[config.mk]
export PLATFORM = sky130hd
export DESIGN_NAME = vm2002_change_dispenser
export DESIGN_NICKNAME = d
export VERILOG_FILES = /design/src/rtl/vm2002_pkg.sv /design/src/rtl/vm2002_coin_tube.sv /design/src/rtl/vm2002_change_dispenser.sv
export SDC_FILE = /design/constraint.sdc
export NUM_CORES = 1
export LEC_CHECK = 0
export CAP_MARGIN = 15
export CORE_AREA = 2 2 89 91
export CTS_CLUSTER_DIAMETER = 60
export DETAILED_ROUTE_END_ITERATION = 10
export DIE_AREA = 0 0 91 93
export DONT_BUFFER_PORTS = 1
export GPL_TIMING_DRIVEN = 0
export HOLD_SLACK_MARGIN = 0.02
export PLACE_DENSITY = 0.7
export SLEW_MARGIN = 20
export SYNTH_ARGS = -nofsm -noshare
export SYNTH_HDL_FRONTEND = slang
export SYNTH_HIERARCHICAL = 1
export SYNTH_SLANG_ARGS = --single-unit
[constraint.sdc]
create_clock -name clk_i -period 3.75 [get_ports clk_i]
set_input_delay 0.375 -clock clk_i [delete_from_list [all_inputs] [get_ports clk_i]]
set_output_delay 0.375 -clock clk_i [all_outputs]
set_load 0.05 [all_outputs]
[src/rtl/vm2002_pkg.sv]
// Shared vm2002 types: coin encoding, coin values and change-dispenser FSM states.
package vm2002_pkg;

   typedef enum logic [1:0] {
      COIN_NONE    = 2'b00,
      COIN_NICKEL  = 2'b01,
      COIN_DIME    = 2'b10,
      COIN_QUARTER = 2'b11
   } coin_t;

   localparam logic [4:0] VAL_NONE    = 5'd0;
   localparam logic [4:0] VAL_NICKEL  = 5'd5;
   localparam logic [4:0] VAL_DIME    = 5'd10;
   localparam logic [4:0] VAL_QUARTER = 5'd25;

   // One-hot change-dispenser states, decoded through the index constants below
   typedef enum logic [3:0] {
      CHG_IDLE    = 4'b0001,
      CHG_SELECT  = 4'b0010,
      CHG_PRESENT = 4'b0100,
      CHG_DONE    = 4'b1000
   } chg_state_t;

   localparam int CHG_IDLE_IDX    = 0;
   localparam int CHG_SELECT_IDX  = 1;
   localparam int CHG_PRESENT_IDX = 2;
   localparam int CHG_DONE_IDX    = 3;

   function automatic logic [4:0] coin_value(input coin_t c);
      logic [4:0] v;
      v = VAL_NONE;
      case (c)
         COIN_NICKEL:  v = VAL_NICKEL;
         COIN_DIME:    v = VAL_DIME;
         COIN_QUARTER: v = VAL_QUARTER;
         default:      v = VAL_NONE;
      endcase
      return v;
   endfunction

endpackage

[src/rtl/vm2002_coin_tube.sv]
// One coin tube: 4-bit level with saturating refill and single-coin ejection.
module vm2002_coin_tube #(
   parameter int INIT = 0,
   parameter int MAX  = 15
) (
   input  logic       clk_i,
   input  logic       rst_n_i,
   input  logic       add_i,
   input  logic [3:0] add_cnt_i,
   input  logic       dec_i,
   output logic [3:0] level_o,
   output logic       empty_o
);

   logic [3:0] level_q, level_d;
   logic [5:0] sum;

   // Refill and ejection net out in one step, then clamp to tube capacity.
   // An ejection only follows a selection that saw this tube non-empty, so
   // the subtraction never goes below zero.
   always_comb begin
      sum     = {2'b00, level_q} + (add_i ? {2'b00, add_cnt_i} : 6'd0) - (dec_i ? 6'd1 : 6'd0);
      level_d = (sum > 6'(MAX)) ? 4'(MAX) : sum[3:0];
   end

   // Level register, restored to the fill level on reset
   always_ff @(posedge clk_i or negedge rst_n_i) begin
      if (!rst_n_i) level_q <= 4'(INIT);
      else          level_q <= level_d;
   end

   assign level_o = level_q;
   assign empty_o = (level_q == 4'd0);

endmodule

[src/rtl/vm2002_change_dispenser.sv]
// Change dispenser: greedy quarter/dime/nickel payout over a valid/ack ejector
// handshake, with per-tube inventory and jam detection on ack timeout.
import vm2002_pkg::*;

module vm2002_change_dispenser #(
   parameter int TUBE_MAX     = 15,
   parameter int NICKEL_INIT  = 10,
   parameter int DIME_INIT    = 10,
   parameter int QUARTER_INIT = 8,
   parameter int ACK_TIMEOUT  = 255
) (
   input  logic        clk_i,
   input  logic        hrst_n_i,
   input  logic        req_i,
   input  logic [15:0] amount_i,
   input  logic        load_i,
   input  logic [1:0]  load_coin_i,
   input  logic [3:0]  load_count_i,
   input  logic        coin_ack_i,
   output logic [1:0]  coin_out_o,
   output logic        coin_valid_o,
   output logic        busy_o,
   output logic        done_o,
   output logic        short_o,
   output logic        jam_o,
   output logic [15:0] remainder_o,
   output logic [2:0]  tube_empty_o
);

   // Timeout counter runs 0..ACK_TIMEOUT-1 while a coin is presented
   localparam int            TW      = (ACK_TIMEOUT > 1) ? $clog2(ACK_TIMEOUT) : 1;
   localparam logic [TW-1:0] TO_LAST = TW'(ACK_TIMEOUT - 1);

   chg_state_t      state_q;
   coin_t           coin_q, pick;
   logic [15:0]     rem_q, remainder_q;
   logic [TW-1:0]   to_cnt_q;
   logic            valid_q, done_q, short_q, jam_q;
   logic            ack_take;
   logic [2:0][3:0] tube_lvl;
   logic [2:0]      tube_add, tube_dec, tube_empty;

   assign ack_take = state_q[CHG_PRESENT_IDX] && coin_ack_i;

   // Tubes indexed 0 nickel, 1 dime, 2 quarter (coin_t code minus one)
   for (genvar i = 0; i < 3; i++) begin : g_tube
      localparam int INIT = (i == 0) ? NICKEL_INIT : ((i == 1) ? DIME_INIT : QUARTER_INIT);
      assign tube_add[i] = load_i && (load_coin_i == 2'(i + 1));
      assign tube_dec[i] = ack_take && (coin_q == coin_t'(i + 1));
      vm2002_coin_tube #(.INIT(INIT), .MAX(TUBE_MAX)) u_tube (
         .clk_i     (clk_i),
         .rst_n_i   (hrst_n_i),
         .add_i     (tube_add[i]),
         .add_cnt_i (load_count_i),
         .dec_i     (tube_dec[i]),
         .level_o   (tube_lvl[i]),
         .empty_o   (tube_empty[i])
      );
   end

   // Greedy pick from registered tube levels: largest coin that fits and is stocked
   always_comb begin
      pick = COIN_NONE;
      if (rem_q >= {11'd0, VAL_QUARTER} && tube_lvl[2] != 4'd0)   pick = COIN_QUARTER;
      else if (rem_q >= {11'd0, VAL_DIME} && tube_lvl[1] != 4'd0) pick = COIN_DIME;
      else if (rem_q >= {11'd0, VAL_NICKEL} && tube_lvl[0] != 4'd0) pick = COIN_NICKEL;
   end

   // Payout FSM with registered outputs; results are latched on entry to DONE
   // so remainder/short/jam are already valid in the done cycle
   always_ff @(posedge clk_i or negedge hrst_n_i) begin
      if (!hrst_n_i) begin
         state_q     <= CHG_IDLE;
         rem_q       <= '0;
         coin_q      <= COIN_NONE;
         valid_q     <= 1'b0;
         to_cnt_q    <= '0;
         done_q      <= 1'b0;
         short_q     <= 1'b0;
         jam_q       <= 1'b0;
         remainder_q <= '0;
      end else begin
         done_q <= 1'b0;
         unique case (1'b1)
            state_q[CHG_IDLE_IDX]: begin
               if (req_i) begin
                  rem_q       <= amount_i;
                  short_q     <= 1'b0;
                  jam_q       <= 1'b0;
                  remainder_q <= '0;
                  state_q     <= CHG_SELECT;
               end
            end
            state_q[CHG_SELECT_IDX]: begin
               if (pick != COIN_NONE) begin
                  coin_q   <= pick;
                  valid_q  <= 1'b1;
                  to_cnt_q <= '0;
                  state_q  <= CHG_PRESENT;
               end else begin
                  done_q      <= 1'b1;
                  remainder_q <= rem_q;
                  short_q     <= (rem_q != 16'd0);
                  state_q     <= CHG_DONE;
               end
            end
            state_q[CHG_PRESENT_IDX]: begin
               if (coin_ack_i) begin
                  rem_q   <= rem_q - {11'd0, coin_value(coin_q)};
                  coin_q  <= COIN_NONE;
                  valid_q <= 1'b0;
                  state_q <= CHG_SELECT;
               end else if (to_cnt_q == TO_LAST) begin
                  // Ejector never took the coin: abandon it, tube stays untouched
                  coin_q      <= COIN_NONE;
                  valid_q     <= 1'b0;
                  jam_q       <= 1'b1;
                  done_q      <= 1'b1;
                  remainder_q <= rem_q;
                  short_q     <= (rem_q != 16'd0);
                  state_q     <= CHG_DONE;
               end else begin
                  to_cnt_q <= to_cnt_q + 1'b1;
               end
            end
            state_q[CHG_DONE_IDX]: state_q <= CHG_IDLE;
            default:               state_q <= CHG_IDLE;
         endcase
      end
   end

   assign coin_out_o   = coin_q;
   assign coin_valid_o = valid_q;
   assign busy_o       = ~state_q[CHG_IDLE_IDX];
   assign done_o       = done_q;
   assign short_o      = short_q;
   assign jam_o        = jam_q;
   assign remainder_o  = remainder_q;
   assign tube_empty_o = tube_empty;

endmodule

Word level (Yosys, flattened, before mapping)
Index checks and enable logic that the tools add are counted.
{ "classes": {"bitwise": 1, "n_div": 0, "eq_ne": 15, "order_cmp": 6, "n_shift": 0, "multipliers": 0, "addsub": 8, "n_mux": 52, "reduce_logical": 26} }
{ "ops": {"columns": ["cell", "n"], "rows": [
  ["$mux 16", 6],
  ["$pmux 16 s3", 1],
  ["$pmux 16 s2", 1],
  ["$mux 4", 6],
  ["$mux 8", 3],
  ["$add 4x6->6", 3],
  ["$gt 6x4->1 const B", 3],
  ["$sub 6x6->6", 3],
  ["$ge 16x3->1 const B", 1],
  ["$ge 16x4->1 const B", 1],
  ["$ge 16x5->1 const B", 1],
  ["$mux 1", 16],
  ["$pmux 8 s2", 1],
  ["$reduce_bool 16->1", 1],
  ["$sub 16x5->16", 1],
  ["$pmux 5 s3", 1],
  ["$logic_not 4->1", 3],
  ["$mux 2", 6],
  ["$reduce_bool 4->1", 3],
  ["$logic_and 1x1->1", 10],
  ["$mux 5", 2],
  ["$ne 2x2->1 const B", 5],
  ["$mux 3", 3],
  ["$pmux 3 s3", 1],
  ["15 further kinds", 26]
]} }
{ "totals": {"regBits": 61, "inputBits": 27, "ramBits": 0, "latch_bits": 0, "mem_bits_ro": 0, "n_memories": 0} }

Depth between registers and ports, before layout
{ "depth": {"word_depth": 8, "mapped_depth": 11, "ltp_nobuf": 11} }

Modules after synthesis
The synthesis kept the hierarchy.
{ "modules_own_cells": {"columns": ["module", "seq_area_each_um2", "cells_each", "n_inst", "area_per_inst_um2"], "rows": [
  ["vm2002_change_dispenser", 1227.4, 300, 1, 2783.9],
  ["vm2002_coin_tube (g_tube[0].u_tube ...)", 102.6, 50, 2, 426.7],
  ["vm2002_coin_tube (g_tube[2].u_tube)", 101.3, 50, 1, 425.4]
]} }

Worst setup path before layout
No wires, ideal clock.
{ "synth_timing": {"path_kind": "flip-flop to flip-flop", "from": "register coin_q[0] (netlist: coin_out_o[0])", "to": "register g_tube[1].u_tube.level_q[0]", "path_stages_with_launch": 11, "setup_ns": 0.121, "arrival_time_ns": 2.472, "synth_period_minus_slack_ns": 2.594, "setup_slack_ns": 1.156, "cell_sequence": "dfrtp_1 -> nand2b_1 -> nor2_1 -> ha_1 -> inv_1 -> ha_1 -> fa_1 -> a21o_2 -> a21boi_0 -> a211o_1 -> nand2b_1"} }
{ "synth_via": {"elab_chain_cells": 6} }
{ "synth_rtl": {"columns": ["item", "line", "source"], "rows": [
  ["start: declaration", "vm2002_change_dispenser.sv:35", "coin_t coin_q, pick;"],
  ["start signal: assignment", "vm2002_change_dispenser.sv:96", "coin_q <= pick;"],
  ["$eq 2x2->1 *", "vm2002_change_dispenser.sv:49", "assign tube_dec[i] = ack_take && (coin_q == coin_t'(i + 1));"],
  ["$logic_and 1x1->1 *", "vm2002_change_dispenser.sv:49", null],
  ["named net tube_dec[1]", "vm2002_change_dispenser.sv:41", "logic [2:0] tube_add, tube_dec, tube_empty;"],
  ["$mux 1 *", "vm2002_coin_tube.sv:22", "sum = {2'b00, level_q} + (add_i ? {2'b00, add_cnt_i} : 6'd0) - (dec_i ? 6'd1 : 6'd0);"],
  ["$sub 6x6->6 *", "vm2002_coin_tube.sv:22", null],
  ["$gt 6x4->1", "vm2002_coin_tube.sv:23", "level_d = (sum > 6'(MAX)) ? 4'(MAX) : sum[3:0];"],
  ["$mux 4 *", "vm2002_coin_tube.sv:23", null],
  ["named net g_tube[1].u_tube.level_d[0]", "vm2002_coin_tube.sv:15", "logic [3:0] level_q, level_d;"],
  ["end signal: assignment", "vm2002_coin_tube.sv:28", "if (!rst_n_i) level_q <= 4'(INIT);"],
  ["end signal: assignment", "vm2002_coin_tube.sv:29", "else level_q <= level_d;"],
  ["end: declaration", "vm2002_coin_tube.sv:15", null]
]} }
Mark *: on every way through the listed nets, which the timed path passes. The rest lies on a longest branch.
A chain may end at the register's enable or synchronous reset.

Worst setup path in the final report
{ "layout_timing": {"from": "register state_q[2]", "to": "register g_tube[2].u_tube.level_q[0]"} }
{ "layout_via": {"elab_chain_cells": 6} }
{ "layout_rtl": {"columns": ["item", "line", "source"], "rows": [
  ["start: declaration", "vm2002_change_dispenser.sv:34", "chg_state_t state_q;"],
  ["start signal: assignment", "vm2002_change_dispenser.sv:73", "state_q <= CHG_IDLE;"],
  ["start signal: assignment", "vm2002_change_dispenser.sv:91", "state_q <= CHG_SELECT;"],
  ["start signal: assignment", "vm2002_change_dispenser.sv:99", "state_q <= CHG_PRESENT;"],
  ["$logic_and 1x1->1 *", "vm2002_change_dispenser.sv:43", "assign ack_take = state_q[CHG_PRESENT_IDX] && coin_ack_i;"],
  ["$logic_and 1x1->1 *", "vm2002_change_dispenser.sv:49", null],
  ["named net tube_dec[2]", "vm2002_change_dispenser.sv:41", null],
  ["$mux 1 *", "vm2002_coin_tube.sv:22", null],
  ["$sub 6x6->6 *", "vm2002_coin_tube.sv:22", null],
  ["$gt 6x4->1", "vm2002_coin_tube.sv:23", null],
  ["$mux 4 *", "vm2002_coin_tube.sv:23", null],
  ["named net g_tube[2].u_tube.level_d[0]", "vm2002_coin_tube.sv:15", null],
  ["end signal: assignment", "vm2002_coin_tube.sv:28", null],
  ["end signal: assignment", "vm2002_coin_tube.sv:29", null],
  ["end: declaration", "vm2002_coin_tube.sv:15", null]
]} }
Marks and branches as above.

==> summary.md <==
| Metric | Value |
|---|---|
| Outcome | finished clean |
| Net Count, Synth | 512 |
| Ys async rst share | 1.000 |
| Syn Inst Count | 450 |
| Wl on met1 | 4.087 mm |
| H-tree Lvls | 3 |
| Die Area | 8463 sq um |
| Power Density | 821.6 nW/um^2 |
| DR iter-0 viols | 190 |
| Final Max Tran Viols | 0 |
| Dpl cells | 555 |
| Clk buf depth | 2 |
| Synth warn | 6 |
| Hold Fails Final Rpt | 0 |
| # DRC | 0 |
| Top_reg_cell synth | dfrtp_1 |
| GRT overflow | 0 |
| Comb power frac | 0.480 |
| Avg Inst Size Synth | 9.028 sq um |
| Clk sink count | 61 |
| Final Hold Slack | 163.6 ps |
| Vias in the first global route | 3266 |
| Clk_skew | 9.315 ps |
| Pre-Repair DR Iteration Count | 5 |
| Total power | 3.704 mW |
| DP Area | 4232 sq um |
| Top Layer Used | met4 |
| Commonest cells after routing, fill and taps aside | dfrtp_1 (55), nand2_1 (52), inv_1 (48), ha_1 (31), o21ai_0 (28) |
| Worst vdd ir | 0.4053 mV |
| Register area share after synthesis | 0.3776 |
| Slowest stage cell, crit path | dfrtp_1 |
| Most common cell after layout, fill and taps aside | dfrtp_1 |
| Layout cell share with drive strength beyond 1 | 0.1083 |
| Max frequency | 338.6 MHz |
| Area Overhead vs Synth | 10.96% |
| Met3 wire length | 429 um |
| Int Pwr | 2.062 mW |
| Max_slew headroom | 0.5829 |
| CTS tree | done |
| Final cell count without fillers | 573 |
| Reg power frac | 0.328 |
| Largest net degree at the start of global routing | 62 |
| DR WL/cell | 15.82 um |
| CP arrival | 3190 ps |
| Final ANT Viol Nets | 0 |
| CP Launch Type | flip-flop |
| Tmin final | 2953 ps |
| Starting density of the core | 0.5397 |
| Worst Path Max Fanout | 10 |
| Tightest Pin Transition | 620.8 ps |
| Most used cell, CP | ha_1 |
| Clock network power share | 0.192 |
| Max_cap viols | 0 |
| Port Buffers | 0 |
| N_diodes | 0 |
| Hold crit path type | in -> reg |
| HPWL Detailed | 6.834 mm |
| Number of fill cells in the layout | 708 |
| #FFs+latches synth | 61 |
| WL met2 | 4.313 mm |
| Unrepaired setup endpoints after global routing | no |
| Ports | 53 |
| Worst stage delay on the critical path | 460 ps |
| Cell Area, Synth | 4063 sq um |
| Layout Utilization | 0.5989 |
| Die Ht | 93 um |
| Psw | 1.642 mW |
| Post-route setup TNS | 0 ps |
| Worst Path Buf+Inv | 2 |
| Final WS setup | 797.1 ps |
| Synth unique cells | 54 |
| Antenna violations before repair | 0 |
| Layout Cell Area excl Fill | 4508 sq um |
| Gr usage total | 0.2273 |
| Worst setup EP type | flip-flop |
| Vias/cell | 5.805 |
| Switching Share | 0.4433 |
| Reg clk slew, reported paths | 70 ps |
| Clock root buffer | clkbuf_8 |
| Crit path from | state_q[2] |
| Pleak | 2.083 nW |
| First-pass GRT wire length | 15.28 mm |
| Cell family with most CP delay | adder cells |
| Total wire length | 9.063 mm |
| Final number of setup-violating endpoints | 0 |
| Crit Path Class | reg -> reg |
| DR vias | 3326 |
| Post_cts resized | 0 |
| Nets | 528 |
| Critical Path RT | 3990 ps |
| Row cnt | 32 |
| Place WS | 864.2 ps |
| RR Startpoint | state_q[2] |
| Period utilization | 0.7874 |
| Hold_sp | amount_i[15] |
| Post-synth EDFFs | 0 |
| Die X-Extent | 91 um |
| Cell Chain, Critical Path | clkbuf_1 > nand2_1 > nor2_1 > ha_1 > inv_1 > ha_1 > fa_1 > a21o_2 > a21boi_0 > a211o_1 > nand2b_1 |
| Core area | 7527 sq um |
| CTS Buf Count | 9 |
| GP Congestion | 0.8220 |
| Later-pin clock latency in the skew report | 350 ps |
==> state kept, by name, summed over array words and instances, names as in the netlist <==
| signal | count |
|---|---|
| coin_out_o | 2 |
| coin_valid_o | 1 |
| done_o | 1 |
| g_tube.u_tube/level_o | 12 |
| jam_o | 1 |
| rem_q | 16 |
| remainder_o | 16 |
| short_o | 1 |
| state_q | 3 |
| to_cnt_q | 8 |
==> routing by layer <==
layer  vias up  track usage
met5         -            0
met4         0       0.1048
met3        18      0.05479
met2        87       0.3753
met1      1584       0.2830
li1       1637            -
==> timing repair <==
action                    CTS  global route
hold buffers                2             0
buffers inserted            0             0
hold endpoints to repair   61             0
==> final cells by class <==
class                           count  area (sq um)  share of cell area
Tap cell                          102         127.6             0.02831
Inverter                           48         180.2             0.03997
Clock inverter                      6         111.4             0.02470
Multi-Input combinational cell    328          2310              0.5124
Timing Repair Buffer                5         60.06             0.01332
Buffer                             13         57.56             0.01277
Sequential cell                    61          1534              0.3403
Clock buffer                       10         127.6             0.02831
==> worst reg2reg max path, stage by stage (launching register included) <==
cell	delay (ps)
dfrtp_1	460
clkbuf_1	360
nand2_1	290
nor2_1	200
ha_1	140
inv_1	40
ha_1	230
fa_1	430
a21o_2	250
a21boi_0	180
a211o_1	180
nand2b_1	80
==> synth_stat cells, types with 3 or more instances <==
cell	instances	area (sq um)
inv_1	48	180.2
nand3_1	5	25.02
a21o_2	3	26.28
nand2b_1	10	62.56
ha_1	31	387.9
o31ai_1	5	37.54
nor4_1	10	62.56
clkbuf_1	11	41.29
a21oi_2	3	26.28
nor2_1	26	97.59
mux2i_1	11	110.1
o21ai_0	28	140.1
and2_1	6	37.54
xnor2_1	5	43.79
a211oi_2	3	37.54
a21boi_0	4	30.03
dfrtp_1	55	1376
nor2b_1	3	18.77
and3_1	8	50.05
a21oi_1	20	100.1
a22o_1	20	175.2
a211oi_1	3	22.52
a211o_1	3	26.28
fa_1	4	80.08
o22ai_1	10	62.56
nand2_1	52	195.2
nand4_1	4	25.02
or3_1	6	37.54
nand3_2	3	30.03
nor3_1	11	55.05
dfstp_2	6	157.7
nand3b_1	4	30.03
==> power by group through the flow <==
stage	logic (mW)	registers, mW	clock network, mW
2_1_floorplan	1.43	1.13	0
5_1_grt	2.02	1.25	0.749
6_report	1.78	1.21	0.713
4_1_cts	1.78	1.21	0.722
3_3_place_gp	1.67	1.20	0
3_5_place_dp	1.74	1.22	0
==> cell families after synthesis <==
kind of cell | Yosys count | synth area share
compound gates | 117 | 0.2008
xor+xnor | 5 | 0.01078
mux | 11 | 0.02710
fa+ha+maj | 35 | 0.1152
buf+inv | 61 | 0.05851
flops | 61 | 0.3776
simple gates | 160 | 0.2100
==> worst paths after layout <==
check | end | slack, ps | cells after the start
hold reg to reg | to_cnt_q[6] | 540 | 1
setup / recovery | g_tube[2].u_tube/level_o[0] | 800 | 11
hold / removal | rem_q[15] | 160 | 1
setup reg to reg | g_tube[2].u_tube/level_o[0] | 800 | 11
min in group asynchronous | to_cnt_q[7] | 550 | 2
max in group asynchronous | g_tube[0].u_tube/level_o[3] | 2910 | 2
Power figures use the tool's default switching activity.
